**config.mk**
```make
export PLATFORM = sky130hd
export DESIGN_NAME = reg_bus_master_flat
export DESIGN_NICKNAME = d
export VERILOG_FILES = /design/src/rtl/reg_bus_pkg.sv /design/src/rtl/reg_bus_master_if.sv /design/src/rtl/reg_addr_decode.sv /design/src/rtl/reg_bus_master.sv /design/src/flat_wrapper.sv
export SDC_FILE = /design/constraint.sdc
export NUM_CORES = 1
export LEC_CHECK = 0
export ABC_AREA = 1
export BUFFER_PORTS_ARGS = -buffer_cell sky130_fd_sc_hd__buf_4
export CORE_AREA = 2 2 51 77
export CTS_CLUSTER_DIAMETER = 40
export DETAILED_ROUTE_END_ITERATION = 16
export DIE_AREA = 0 0 53 79
export GPL_TIMING_DRIVEN = 0
export PLACE_DENSITY_LB_ADDON = 0.1
export SLEW_MARGIN = 25
export SYNTH_ARGS = -nofsm -noshare
export SYNTH_HDL_FRONTEND = slang
export SYNTH_SLANG_ARGS = --single-unit
```
**constraint.sdc**
```tcl
create_clock -name clk -period 1.15 [get_ports clk]
set_clock_uncertainty 0.05 [all_clocks]
set_input_delay 0.1725 -clock clk [delete_from_list [all_inputs] [get_ports clk]]
set_output_delay 0.1725 -clock clk [all_outputs]
set_load 0.02 [all_outputs]
```
**src/rtl/reg_bus_pkg.sv**
```systemverilog
// reg_bus_pkg: shared types and field positions for the byte register bus
package reg_bus_pkg;
  typedef enum logic [2:0] {
    IDLE,
    WDATA,
    WSTROBE,
    RSTROBE,
    RESP
  } state_e;
  localparam int CMD_WRITE_BIT = 7;
  localparam int CMD_ADDR_W = 7;
  localparam int REG_DATA_W = 8;
endpackage

```
**src/rtl/reg_bus_master_if.sv**
```systemverilog
// reg_bus_master_if: host command/response streams plus the shared register bus
interface reg_bus_master_if #(parameter int NUM_REGS = 8);
  import reg_bus_pkg::*;
  logic [REG_DATA_W-1:0] cmd_data;
  logic                  cmd_valid;
  logic                  cmd_ready;
  logic [REG_DATA_W-1:0] rsp_data;
  logic                  rsp_valid;
  logic                  rsp_ready;
  logic [NUM_REGS-1:0]   reg_cs;
  logic                  reg_we;
  logic [REG_DATA_W-1:0] reg_wdata;
  logic [REG_DATA_W-1:0] reg_rdata;
  logic                  bad_addr;
  modport master (
    input  cmd_data, cmd_valid, rsp_ready, reg_rdata,
    output cmd_ready, rsp_data, rsp_valid, reg_cs, reg_we, reg_wdata, bad_addr
  );
  modport slave (
    output cmd_data, cmd_valid, rsp_ready, reg_rdata,
    input  cmd_ready, rsp_data, rsp_valid, reg_cs, reg_we, reg_wdata, bad_addr
  );
endinterface

```
**src/rtl/reg_addr_decode.sv**
```systemverilog
// reg_addr_decode: one-hot register select and out-of-range flag for an enabled address
module reg_addr_decode
  import reg_bus_pkg::*;
#(
  parameter int NUM_REGS = 8
) (
  input  logic [CMD_ADDR_W-1:0] addr,
  input  logic                  en,
  output logic [NUM_REGS-1:0]   sel,
  output logic                  err
);
  logic hit;
  assign hit = int'(addr) < NUM_REGS;
  assign sel = (en && hit) ? NUM_REGS'(1) << addr : '0;
  assign err = en && !hit;
endmodule

```
**src/rtl/reg_bus_master.sv**
```systemverilog
// reg_bus_master: turns a host byte command stream into single-cycle register strobes
module reg_bus_master
  import reg_bus_pkg::*;
#(
  parameter int NUM_REGS = 8
) (
  input  logic             clk,
  input  logic             rst,
  reg_bus_master_if.master bus
);
  state_e                state_q, state_d;
  logic [CMD_ADDR_W-1:0] addr_q, addr_d, dec_addr;
  logic [REG_DATA_W-1:0] wdata_q, wdata_d, rsp_data_q, rsp_data_d;
  logic [NUM_REGS-1:0]   cs_q, cs_d, sel;
  logic                  we_q, we_d, bad_q, bad_d;
  logic                  cmd_ready_q, cmd_ready_d, rsp_valid_q, rsp_valid_d;
  logic                  accept, launch, err;
  assign accept = bus.cmd_valid && cmd_ready_q;
  // a strobe is launched by a read command or by the data byte of a write
  assign launch = accept && (state_q == WDATA || !bus.cmd_data[CMD_WRITE_BIT]);
  // reads decode the incoming command directly, writes the address latched earlier
  assign dec_addr = state_q == IDLE ? bus.cmd_data[CMD_ADDR_W-1:0] : addr_q;
  reg_addr_decode #(.NUM_REGS(NUM_REGS)) u_dec (
    .addr(dec_addr),
    .en  (launch),
    .sel (sel),
    .err (err)
  );
  // next state of the command FSM
  always_comb begin
    case (state_q)
      IDLE:    state_d = accept ? (bus.cmd_data[CMD_WRITE_BIT] ? WDATA : RSTROBE) : IDLE;
      WDATA:   state_d = accept ? WSTROBE : WDATA;
      WSTROBE: state_d = IDLE;
      RSTROBE: state_d = RESP;
      RESP:    state_d = bus.rsp_ready ? IDLE : RESP;
      default: state_d = IDLE;
    endcase
  end
  // next values of the registered outputs; strobes and bad_addr last one cycle
  always_comb begin
    addr_d      = (state_q == IDLE && accept) ? bus.cmd_data[CMD_ADDR_W-1:0] : addr_q;
    wdata_d     = (state_q == WDATA && accept) ? bus.cmd_data : wdata_q;
    cs_d        = sel;
    we_d        = launch && state_q == WDATA && !err;
    bad_d       = err;
    cmd_ready_d = (state_q == IDLE || state_q == WDATA) ? !launch :
                  state_q == WSTROBE || (state_q == RESP && bus.rsp_ready);
    rsp_valid_d = state_q == RSTROBE || (state_q == RESP && !bus.rsp_ready);
    rsp_data_d  = state_q == RSTROBE ? (|cs_q ? bus.reg_rdata : '0) : rsp_data_q;
  end
  // state and output registers; reset drops any pending write or response
  always_ff @(posedge clk) begin
    if (rst) begin
      state_q     <= IDLE;
      addr_q      <= '0;
      wdata_q     <= '0;
      rsp_data_q  <= '0;
      cs_q        <= '0;
      we_q        <= 1'b0;
      bad_q       <= 1'b0;
      cmd_ready_q <= 1'b0;
      rsp_valid_q <= 1'b0;
    end else begin
      state_q     <= state_d;
      addr_q      <= addr_d;
      wdata_q     <= wdata_d;
      rsp_data_q  <= rsp_data_d;
      cs_q        <= cs_d;
      we_q        <= we_d;
      bad_q       <= bad_d;
      cmd_ready_q <= cmd_ready_d;
      rsp_valid_q <= rsp_valid_d;
    end
  end
  assign bus.cmd_ready = cmd_ready_q;
  assign bus.rsp_data  = rsp_data_q;
  assign bus.rsp_valid = rsp_valid_q;
  assign bus.reg_cs    = cs_q;
  assign bus.reg_we    = we_q;
  assign bus.reg_wdata = wdata_q;
  assign bus.bad_addr  = bad_q;
endmodule
```
**src/flat_wrapper.sv**
```systemverilog
// flat-port wrapper written by rule: the top's interface ports become plain ports
module reg_bus_master_flat import reg_bus_pkg::*;
#(
  parameter int NUM_REGS = 8
)
  (clk, rst, bus_cmd_data, bus_cmd_valid, bus_rsp_ready, bus_reg_rdata, bus_cmd_ready, bus_rsp_data, bus_rsp_valid, bus_reg_cs, bus_reg_we, bus_reg_wdata, bus_bad_addr);
  reg_bus_master_if #(.NUM_REGS(NUM_REGS)) bus_i ();
  input  logic clk;
  input  logic rst;
  input wire logic [$bits(bus_i.cmd_data)-1:0] bus_cmd_data;
  input wire logic [$bits(bus_i.cmd_valid)-1:0] bus_cmd_valid;
  input wire logic [$bits(bus_i.rsp_ready)-1:0] bus_rsp_ready;
  input wire logic [$bits(bus_i.reg_rdata)-1:0] bus_reg_rdata;
  output wire logic [$bits(bus_i.cmd_ready)-1:0] bus_cmd_ready;
  output wire logic [$bits(bus_i.rsp_data)-1:0] bus_rsp_data;
  output wire logic [$bits(bus_i.rsp_valid)-1:0] bus_rsp_valid;
  output wire logic [$bits(bus_i.reg_cs)-1:0] bus_reg_cs;
  output wire logic [$bits(bus_i.reg_we)-1:0] bus_reg_we;
  output wire logic [$bits(bus_i.reg_wdata)-1:0] bus_reg_wdata;
  output wire logic [$bits(bus_i.bad_addr)-1:0] bus_bad_addr;
  assign bus_i.cmd_data = bus_cmd_data;
  assign bus_i.cmd_valid = bus_cmd_valid;
  assign bus_i.rsp_ready = bus_rsp_ready;
  assign bus_i.reg_rdata = bus_reg_rdata;
  assign bus_cmd_ready = bus_i.cmd_ready;
  assign bus_rsp_data = bus_i.rsp_data;
  assign bus_rsp_valid = bus_i.rsp_valid;
  assign bus_reg_cs = bus_i.reg_cs;
  assign bus_reg_we = bus_i.reg_we;
  assign bus_reg_wdata = bus_i.reg_wdata;
  assign bus_bad_addr = bus_i.bad_addr;
  reg_bus_master #(.NUM_REGS(NUM_REGS)) u_core (.clk(clk), .rst(rst), .bus(bus_i));
endmodule
```
Yosys cells after proc, flatten, opt, wreduce, memory -nomap -nowiden

Index checks and enable logic that the tools add are counted.

Bits in registers: 38
Output and inout port bits: 28
Word-level logic and storage cells: 46

Magnitude comparators: 1
Equal/unequal tests: 4
Shifts and indexed selects: 1
Muxes and demuxes: 8
Bitwise gates (word level): 1
Reduce and logical (&&, ||, !) cells: 22

Operators by type and width:

| cell                  | count |
|---|---|
| $pmux W3 S4           | 1 |
| $logic_and A1 B1 Y1   | 10 |
| $mux W8               | 1 |
| $reduce_or A8 Y1      | 1 |
| $shl A1 B7 Y8 const A | 1 |
| $lt A7 B4 Y1 const B  | 1 |
| $mux W7               | 1 |
| $eq A3 B2 Y1 const B  | 2 |
| $mux W3               | 2 |
| $logic_not A1 Y1      | 5 |
| $logic_or A1 B1 Y1    | 4 |
| $mux W2               | 2 |
| $eq A3 B1 Y1 const B  | 1 |
| $eq A3 B3 Y1 const B  | 1 |
| $logic_not A3 Y1      | 1 |
| $reduce_or A2 Y1      | 1 |
| $mux W1               | 1 |
| $not A1 Y1            | 1 |

Depth between registers and ports, before layout

Gate-level depths: netlist (run 1).

Depth after elaboration: 7
Gate-level depth with buffers: 7

Hierarchy

A second synthesis (run 1) with hierarchy kept.

Cells, all modules: 214
Area, all modules: 1702.9 µm²

Modules (own cells, without submodules):

| module          | instances | cells each | area each (µm²) |
|---|---|---|---|
| reg_bus_master  | 1         | 193        | 1582.8 |
| reg_addr_decode | 1         | 21         | 120.1 |

Least setup slack after synthesis (run 1)

Ideal clock, no wire load.

Path kind: reg2reg
Start: register u_core.cmd_ready_q, in the netlist u_core.bus.cmd_ready
End: register u_core.wdata_q[7], in the netlist u_core.bus.reg_wdata[7]
Setup time: 116 ps
Data arrival time: 1196 ps
Data required time: 984 ps
Slack: -212 ps
Stages on the path, launching flop included: 7
Path buffers: 1
Clock period less this slack: 1362 ps
Cells stage by stage: dfxtp_1 -> nand2_1 -> inv_1 -> nand3_1 -> buf_6 -> o21ai_1 -> a21oi_1

Word-level cells in the longest chain between the ends: 2

Ends and longest elaborated chain:

| element                  | RTL line             | source |
|---|---|---|
| start: declaration       | reg_bus_master.sv:16 | `logic cmd_ready_q, cmd_ready_d, rsp_valid_q, rsp_valid_d;` |
| start signal: assignment | reg_bus_master.sv:72 | `cmd_ready_q <= cmd_ready_d;` |
| $logic_and A1 B1 Y1      | reg_bus_master.sv:18 | `assign accept = bus.cmd_valid && cmd_ready_q;` |
| $logic_and A1 B1 Y1      | reg_bus_master.sv:43 | `wdata_d = (state_q == WDATA && accept) ? bus.cmd_data : wdata_q;` |
| end signal: assignment   | reg_bus_master.sv:67 | `wdata_q <= wdata_d;` |
| end: declaration         | reg_bus_master.sv:13 | `logic [REG_DATA_W-1:0] wdata_q, wdata_d, rsp_data_q, rsp_data_d;` |

Every way passes these cells.
A chain may end at the register's enable or synchronous reset.

Final worst setup path (run 1)

Start: register u_core.state_q[1]
End: register u_core.cs_q[2], in the netlist u_core.bus.reg_cs[2]

Word-level cells in the longest chain between the ends: 6
Elaborated cells on any way between the ends: 10
Classes of those cells: order compare (1); eq/ne (1); shift (1); mux (1); bitwise (1); reduce/logical (5)

Ends and longest elaborated chain:

| element                                             | RTL line                                    | source |
|---|---|---|
| start: declaration                                  | reg_bus_master.sv:11                        | `state_e state_q, state_d;` |
| start signal: assignment                            | reg_bus_master.sv:65                        | `state_q <= state_d;` |
| $logic_not A3 Y1 or $eq A3 B1 Y1 (tied branches)    | reg_bus_master.sv:22, reg_bus_master.sv:20  |  |
| $mux W7 or $logic_or A1 B1 Y1 (tied branches)       | reg_bus_master.sv:22, reg_bus_master.sv:20  |  |
| $lt A7 B4 Y1 or $logic_and A1 B1 Y1 (tied branches) | reg_addr_decode.sv:13, reg_bus_master.sv:20 |  |
| $logic_and A1 B1 Y1                                 | reg_addr_decode.sv:14                       | `assign sel = (en && hit) ? NUM_REGS'(1) << addr : '0;` |
| $not A1 Y1 (no line)                                | -                                           |  |
| $reduce_or A2 Y1 (no line)                          | -                                           |  |
| end signal: assignment                              | reg_bus_master.sv:69                        | `cs_q <= cs_d;` |
| end: declaration                                    | reg_bus_master.sv:14                        | `logic [NUM_REGS-1:0] cs_q, cs_d, sel;` |

Several ways; a longest one is shown, not always the timed one.

==> flow_summary.json, run 1 <==
{
  "yosysSeqAreaShare_pct": 49.6,
  "rrSetupSlack_ns": -0.17,
  "synthTopCellsByArea": "dfxtp_1, o21ai_0, a21oi_1, nor2_1, inv_1",
  "ys_ff_latch": 38,
  "p_per_area_nw_per_um2": 1240,
  "synth_edf_count": 0,
  "ioPinCount": 48,
  "num_antenna_cells": 0,
  "cts_buffer_depth": 2,
  "synth_xor_area_share_pct": 0,
  "global_route.usage.met1_pct": 19.2,
  "fin_cells": 297,
  "use_met2_pct": 31.3,
  "irDropWorstVdd_mv": 0.856,
  "synth_ff_type": "dfxtp_1",
  "grt_overflow_total": 0,
  "period_needed_ns": 1.32,
  "cp_max_fo": 10,
  "max_cap_violations": 0,
  "rows": 27,
  "syn_area_um2": 1530,
  "cts_buffers": 5,
  "gp_congestion": 0.786,
  "yosys_warnings": 0,
  "finalMaxSlewViolations": 0,
  "grt_start_max_net_pins": 14,
  "crit_chain": "nor2_4 > nand2_4 > o21ai_2 > inv_1 > nand3_1 > nor2_1",
  "worstPathRequired_ns": 1.30,
  "synth_common_cells": "dfxtp_1, o21ai_0, a21oi_1",
  "vias": 1443,
  "ant_nets": 0,
  "ys_types": 21,
  "max_freq_ghz": 0.760,
  "nNetsFinal": 273,
  "p_sw_share_pct": 26.0,
  "synth_nets": 205,
  "grt_busiest_layer": "met2",
  "violations": "setup timing",
  "p_switching_mw": 0.762,
  "hold_violations": 0,
  "power_frac_comb_pct": 14.3,
  "clock-sinks": 38,
  "clkPwrFrac_pct": 38.8,
  "r2r-end": "u_core.bus.reg_cs[2]",
  "yosys.area_share.simple_pct": 22.0,
  "antenna_found_initial": 0,
  "reg2reg_depth": 6,
  "dieArea_um2": 4190,
  "synth_top_area_cell": "dfxtp_1",
  "r2r-start": "u_core.state_q[1]",
  "min-delay-start": "bus_reg_rdata[5]",
  "p_seq_share_pct": 46.9,
  "use_met3_pct": 5.26,
  "first_global_vias": 1289,
  "yosysTopAreaCellShare_pct": 49.6,
  "routed_wl_mm": 3.78,
  "tightest_slew_ns": 0.499,
  "max_stage_delay_ns": 0.37,
  "power.internal_mw": 2.16,
  "rsz0062_at_grt": "true",
  "slew_headroom_pct": 66.7,
  "dp_hpwl_mm": 2.57,
  "layout-drive-gt1-share_pct": 49.6,
  "path_class": "reg -> reg",
  "grt_pass1_wl_mm": 5.51,
  "dpl.cell_count": 275,
  "num-fill-cells": 311,
  "hold_end": "u_core.bus.rsp_data[5]",
  "worst_slack_ns": -0.166,
  "dieHeight_um": 79,
  "hold_path.class": "in -> reg",
  "numPortBuffers": 47,
  "syn_to_final_growth_pct": 53.5,
  "worstPathArrival_ns": 1.46,
  "worst-path-buf-inv": 1,
  "synth_compound_area_share_pct": 20.5,
  "stdcell_area_um2": 2350,
  "fin_crit_sh_pct": 114,
  "syn_inst": 185,
  "cts_tree": "yes",
  "postCtsHoldBufs": 0,
  "coreArea_um2": 3550,
  "start_util_pct": 43.2,
  "min_path_cells": 3,
  "synthAdderAreaFrac_pct": 0,
  "route.detailed.wl_per_inst_um": 12.7,
  "via_per_inst": 4.86,
  "leakagePower_nw": 0.960,
  "setup.worst_path.start_class": "register",
  "slowest_stage": "dfxtp_4",
  "grt_usage_pct": 18.0,
  "synth_area_per_cell_um2": 8.28,
  "die_w_um": 53,
  "synth.area.mux_share_pct": 0,
  "worstSkewPairLatency_ns": 0.30,
  "clk_pin_slew_ns": 0.08,
  "setup_violations": 33,
  "synth.most_common_cell": "dfxtp_1",
  "first_pass_iters": 4,
  "clock-root-buffer": "clkbuf_8",
  "htree_levels": 2,
  "critPathTopFamily": "simple AND/OR/NAND/NOR gates",
  "status": "finished, violations left",
  "synth_top_family_by_area": "simple AND/OR/NAND/NOR gates",
  "dpl_cell_area_um2": 1970,
  "ys_async_sr_fraction_pct": 0,
  "drt_first_iter_violations": 25,
  "cp-end-kind": "register",
  "route.detailed.drc": 0
}
## flip-flops by register name, indices dropped and copies added, names as in the netlist
register and flops:
u_core.bus.rsp_data 8, u_core.addr_q 7, u_core.bus.rsp_valid 1, u_core.state_q 3, u_core.bus.reg_cs 8, u_core.bus.reg_wdata 8
u_core.bus.bad_addr 1, u_core.bus.reg_we 1, u_core.bus.cmd_ready 1
## per-layer routing
layer  part of all wire, %  vias to the layer above
met5                     0                        -
met4                   1.9                        0
met3                   5.4                        6
met2                    54                       38
met1                    39                      642
li1                      -                      757
## worst register-to-register path, stage by stage, from the launching register on
cell and delay [ns]:
dfxtp_4 0.37, nor2_4 0.17, nand2_4 0.13, o21ai_2 0.21, inv_1 0.09, nand3_1 0.13
nor2_1 0.06
## worst max path at each step
stage	from	end	depth (start not counted)
after CTS	u_core.state_q[1]	u_core.bus.reg_cs[1]	7
after detailed placement	rst	u_core.bus.reg_wdata[6]	5
after global routing	u_core.state_q[1]	u_core.bus.reg_cs[6]	7
after global placement	rst	u_core.bus.reg_wdata[6]	5
final	u_core.state_q[1]	u_core.bus.reg_cs[2]	6
after floorplan	u_core.state_q[2]	u_core.bus.reg_cs[0]	5
## cells by family (layout without fill, tap and decap cells)
group / Yosys count / after routing
compound gates: 58 / 58
buf+inv: 26 / 94
flops: 38 / 38
simple gates: 63 / 64
## per-stage QoR
| step | hold WS (ns) | setup slack, ns | setup TNS [ns] | util, % | power [mW] |
|---|---|---|---|---|---|
| finish | 0.0970 | -0.166 | -2.41 | 66.3 | 2.93 |
| global route | 0.106 | -0.256 | -5.00 | 66.3 | 3.03 |
| CTS | 0.0916 | -0.120 | -2.03 | 62.2 | 2.91 |
| detailed placement | 0.392 | -0.190 | -3.72 | 55.7 | 1.76 |
| global placement | 0.386 | -0.197 | -3.81 | 55.7 | 1.75 |
| floorplan | 0.276 | -0.0237 | -0.198 | - | 1.63 |
## area by class of cell
cell class | count | area (um2) | share of cell area [%]
plain buffers | 5 | 42.5 | 1.81
inverters | 21 | 83.8 | 3.56
clock inverters | 3 | 45.0 | 1.91
multi-input cells | 122 | 808 | 34.4
flip-flops and latches | 38 | 773 | 32.9
repair buffers | 60 | 477 | 20.3
well taps | 43 | 53.8 | 2.29
clock buffers | 5 | 68.8 | 2.93
## layout by cell type, fill, tap and decap left out, drive strengths merged
cell type and count:
dfxtp 38, clkbuf 7, a211oi 3, nand2 24
a21oi 23, nor3 4, o21ai 31, buf 63
inv 21, nand3 11, bufinv 1, clkinvlp 2
a31oi 1, nor2 23, nand4 2
## power by group through the flow
| stage | logic (mW) | registers (mW) | clock network, mW |
|---|---|---|---|
| 5_1_grt | 0.458 | 1.38 | 1.20 |
| 3_3_place_gp | 0.349 | 1.40 | 0 |
| 6_report | 0.419 | 1.37 | 1.13 |
| 4_1_cts | 0.388 | 1.37 | 1.15 |
| 3_5_place_dp | 0.351 | 1.40 | 0 |
| 2_1_floorplan | 0.213 | 1.42 | 0 |
## repair_timing
item	in CTS	in global routing
pin swaps	5	6
cloned	1	2
resized for setup	21	39
endpoints found under the setup margin	37	38
buffers inserted	8	3
Note: power is estimated with default switching activity, not from simulation.
==> run 2, diff against run 1 <==
- BUFFER_PORTS_ARGS: -buffer_cell sky130_fd_sc_hd__buf_4 -> default
- CORE_AREA: 2 2 51 77 -> 2 2 47 70
- DIE_AREA: 0 0 53 79 -> 0 0 49 72
- DONT_BUFFER_PORTS: default -> 1
==> flow_summary.json, run 2 (same netlist as run 1, synthesis figures left out) <==
{
  "status": "finished, violations left",
  "violations": "setup timing",
  "die_w_um": 49,
  "grt_overflow_total": 0,
  "cts_buffer_depth": 2,
  "antenna_found_initial": 0,
  "max_freq_ghz": 0.747,
  "clk_pin_slew_ns": 0.07,
  "syn_to_final_growth_pct": 40.7,
  "grt_usage_pct": 23.0,
  "nNetsFinal": 238,
  "num_antenna_cells": 0,
  "hold_end": "u_core.bus.reg_wdata[7]",
  "worstSkewPairLatency_ns": 0.29,
  "first_pass_iters": 4,
  "htree_levels": 2,
  "cts_tree": "yes",
  "rows": 24,
  "rrSetupSlack_ns": -0.19,
  "ant_nets": 0,
  "route.detailed.drc": 0,
  "rsz0062_at_grt": "true",
  "layout_common_cells": "dfxtp_1, inv_1, nor2_1",
  "hold_violations": 0,
  "r2r-end": "u_core.bus.reg_cs[3]",
  "cts_buffers": 5,
  "leakagePower_nw": 0.786,
  "worstPathRequired_ns": 1.28,
  "max_cap_violations": 0,
  "setup.worst_path.start_class": "register",
  "r2r-start": "u_core.state_q[1]",
  "worstPathArrival_ns": 1.47,
  "layout-drive-gt1-share_pct": 40.2,
  "clock-root-buffer": "clkbuf_8",
  "p_total_mw": 2.71,
  "dieHeight_um": 72,
  "gp_congestion": 0.814,
  "ioPinCount": 48,
  "met1_length_mm": 1.37,
  "wl_met2_mm": 2.11,
  "top_layer": "met4",
  "dieArea_um2": 3530,
  "worst_slack_ns": -0.189,
  "setup_violations": 35,
  "path_class": "reg -> reg",
  "start_util_pct": 52.6,
  "clock-sinks": 38,
  "numPortBuffers": 0,
  "routed_wl_mm": 3.95,
  "reg2reg_depth": 6,
  "hold_path.class": "in -> reg",
  "finalMaxSlewViolations": 0,
  "fin_crit_sh_pct": 116,
  "route.detailed.wl_per_inst_um": 15.3,
  "dpl.cell_count": 224,
  "coreArea_um2": 2910,
  "via_per_inst": 5.36,
  "wl_met3_um": 332,
  "period_needed_ns": 1.34,
  "grt_pass1_wl_mm": 6.25,
  "first_global_vias": 1344,
  "min-delay-start": "bus_cmd_data[7]",
  "tightest_slew_ns": 0.688,
  "vias": 1382,
  "grt_start_max_net_pins": 13,
  "final_common_cell": "dfxtp_1",
  "fin_cells": 258,
  "irDropWorstVdd_mv": 1.04,
  "cp-end-kind": "register",
  "dp_hpwl_mm": 2.42,
  "slew_headroom_pct": 54.1,
  "p_per_area_nw_per_um2": 1260,
  "min_path_cells": 2,
  "drt_first_iter_violations": 21,
  "cp_max_fo": 10
}
run 2: how the worst max path moves through the flow:
stage | start | to | slack, ns | cells past startpoint
after floorplan | u_core.state_q[2] | u_core.bus.reg_cs[0] | -0.02 | 5
after global placement | u_core.bus.cmd_ready | u_core.bus.reg_wdata[7] | -0.15 | 6
after detailed placement | u_core.state_q[1] | u_core.bus.reg_cs[5] | -0.17 | 7
after CTS | u_core.state_q[1] | u_core.bus.reg_cs[0] | -0.13 | 5
after global routing | u_core.state_q[1] | u_core.bus.reg_cs[3] | -0.29 | 7
final | u_core.state_q[1] | u_core.bus.reg_cs[3] | -0.19 | 6
run 2: worst max-delay path, cell delays in order (launching register included):
cell and delay, ns:
dfxtp_4 0.37, nor2_4 0.17, nand2_4 0.13, o21ai_2 0.23
inv_1 0.09, nand3_1 0.12, nor2_1 0.06
run 2: repair_timing:
action                                 in CTS  in global routing
gates resized for setup                    48                 22
setup endpoints to repair                  37                 38
hold buffers                                9                  0
endpoints found under the hold margin       9                  0
buffers inserted                           10                  5
cloned                                      3                  0
pin swaps                                   7                  3
run 2: metrics by stage:
stage / utilization, % / cell area, um2 / setup slack [ns] / setup TNS [ns] / hold slack (ns)
finish: 74.0 / 2160 / -0.189 / -4.45 / 0.0140
global route: 74.0 / 2160 / -0.287 / -7.23 / 0.00994
CTS: 69.8 / 2030 / -0.129 / -2.84 / 0.00556
detailed placement: 55.5 / 1620 / -0.169 / -3.63 / 0.291
global placement: 55.5 / 1620 / -0.154 / -2.80 / 0.284
floorplan: - / 1570 / -0.0237 / -0.198 / 0.276
run 2: report_power, final:
part,switching [mW],internal (mW),leakage [nW]
registers,0.0440,1.35,0.311
logic,0.235,0.159,0.428
clock network,0.440,0.481,0.0472
total,0.719,1.99,0.786
run 2: cell type report:
cell class,count,area [um2]
timing repair buffer,26,236
multi-input combinational,121,871
tap,39,48.8
inverter,21,83.8
clock inverter,2,12.5
sequential,38,776
fill,230,757
clock buffer,6,82.6
buffer,5,45.0
run 2: metal layers:
layer,up-vias,track usage [%]
met3,14,8.85
met5,-,0
li1,684,-
met2,53,42.0
met4,0,11.7
met1,631,22.4
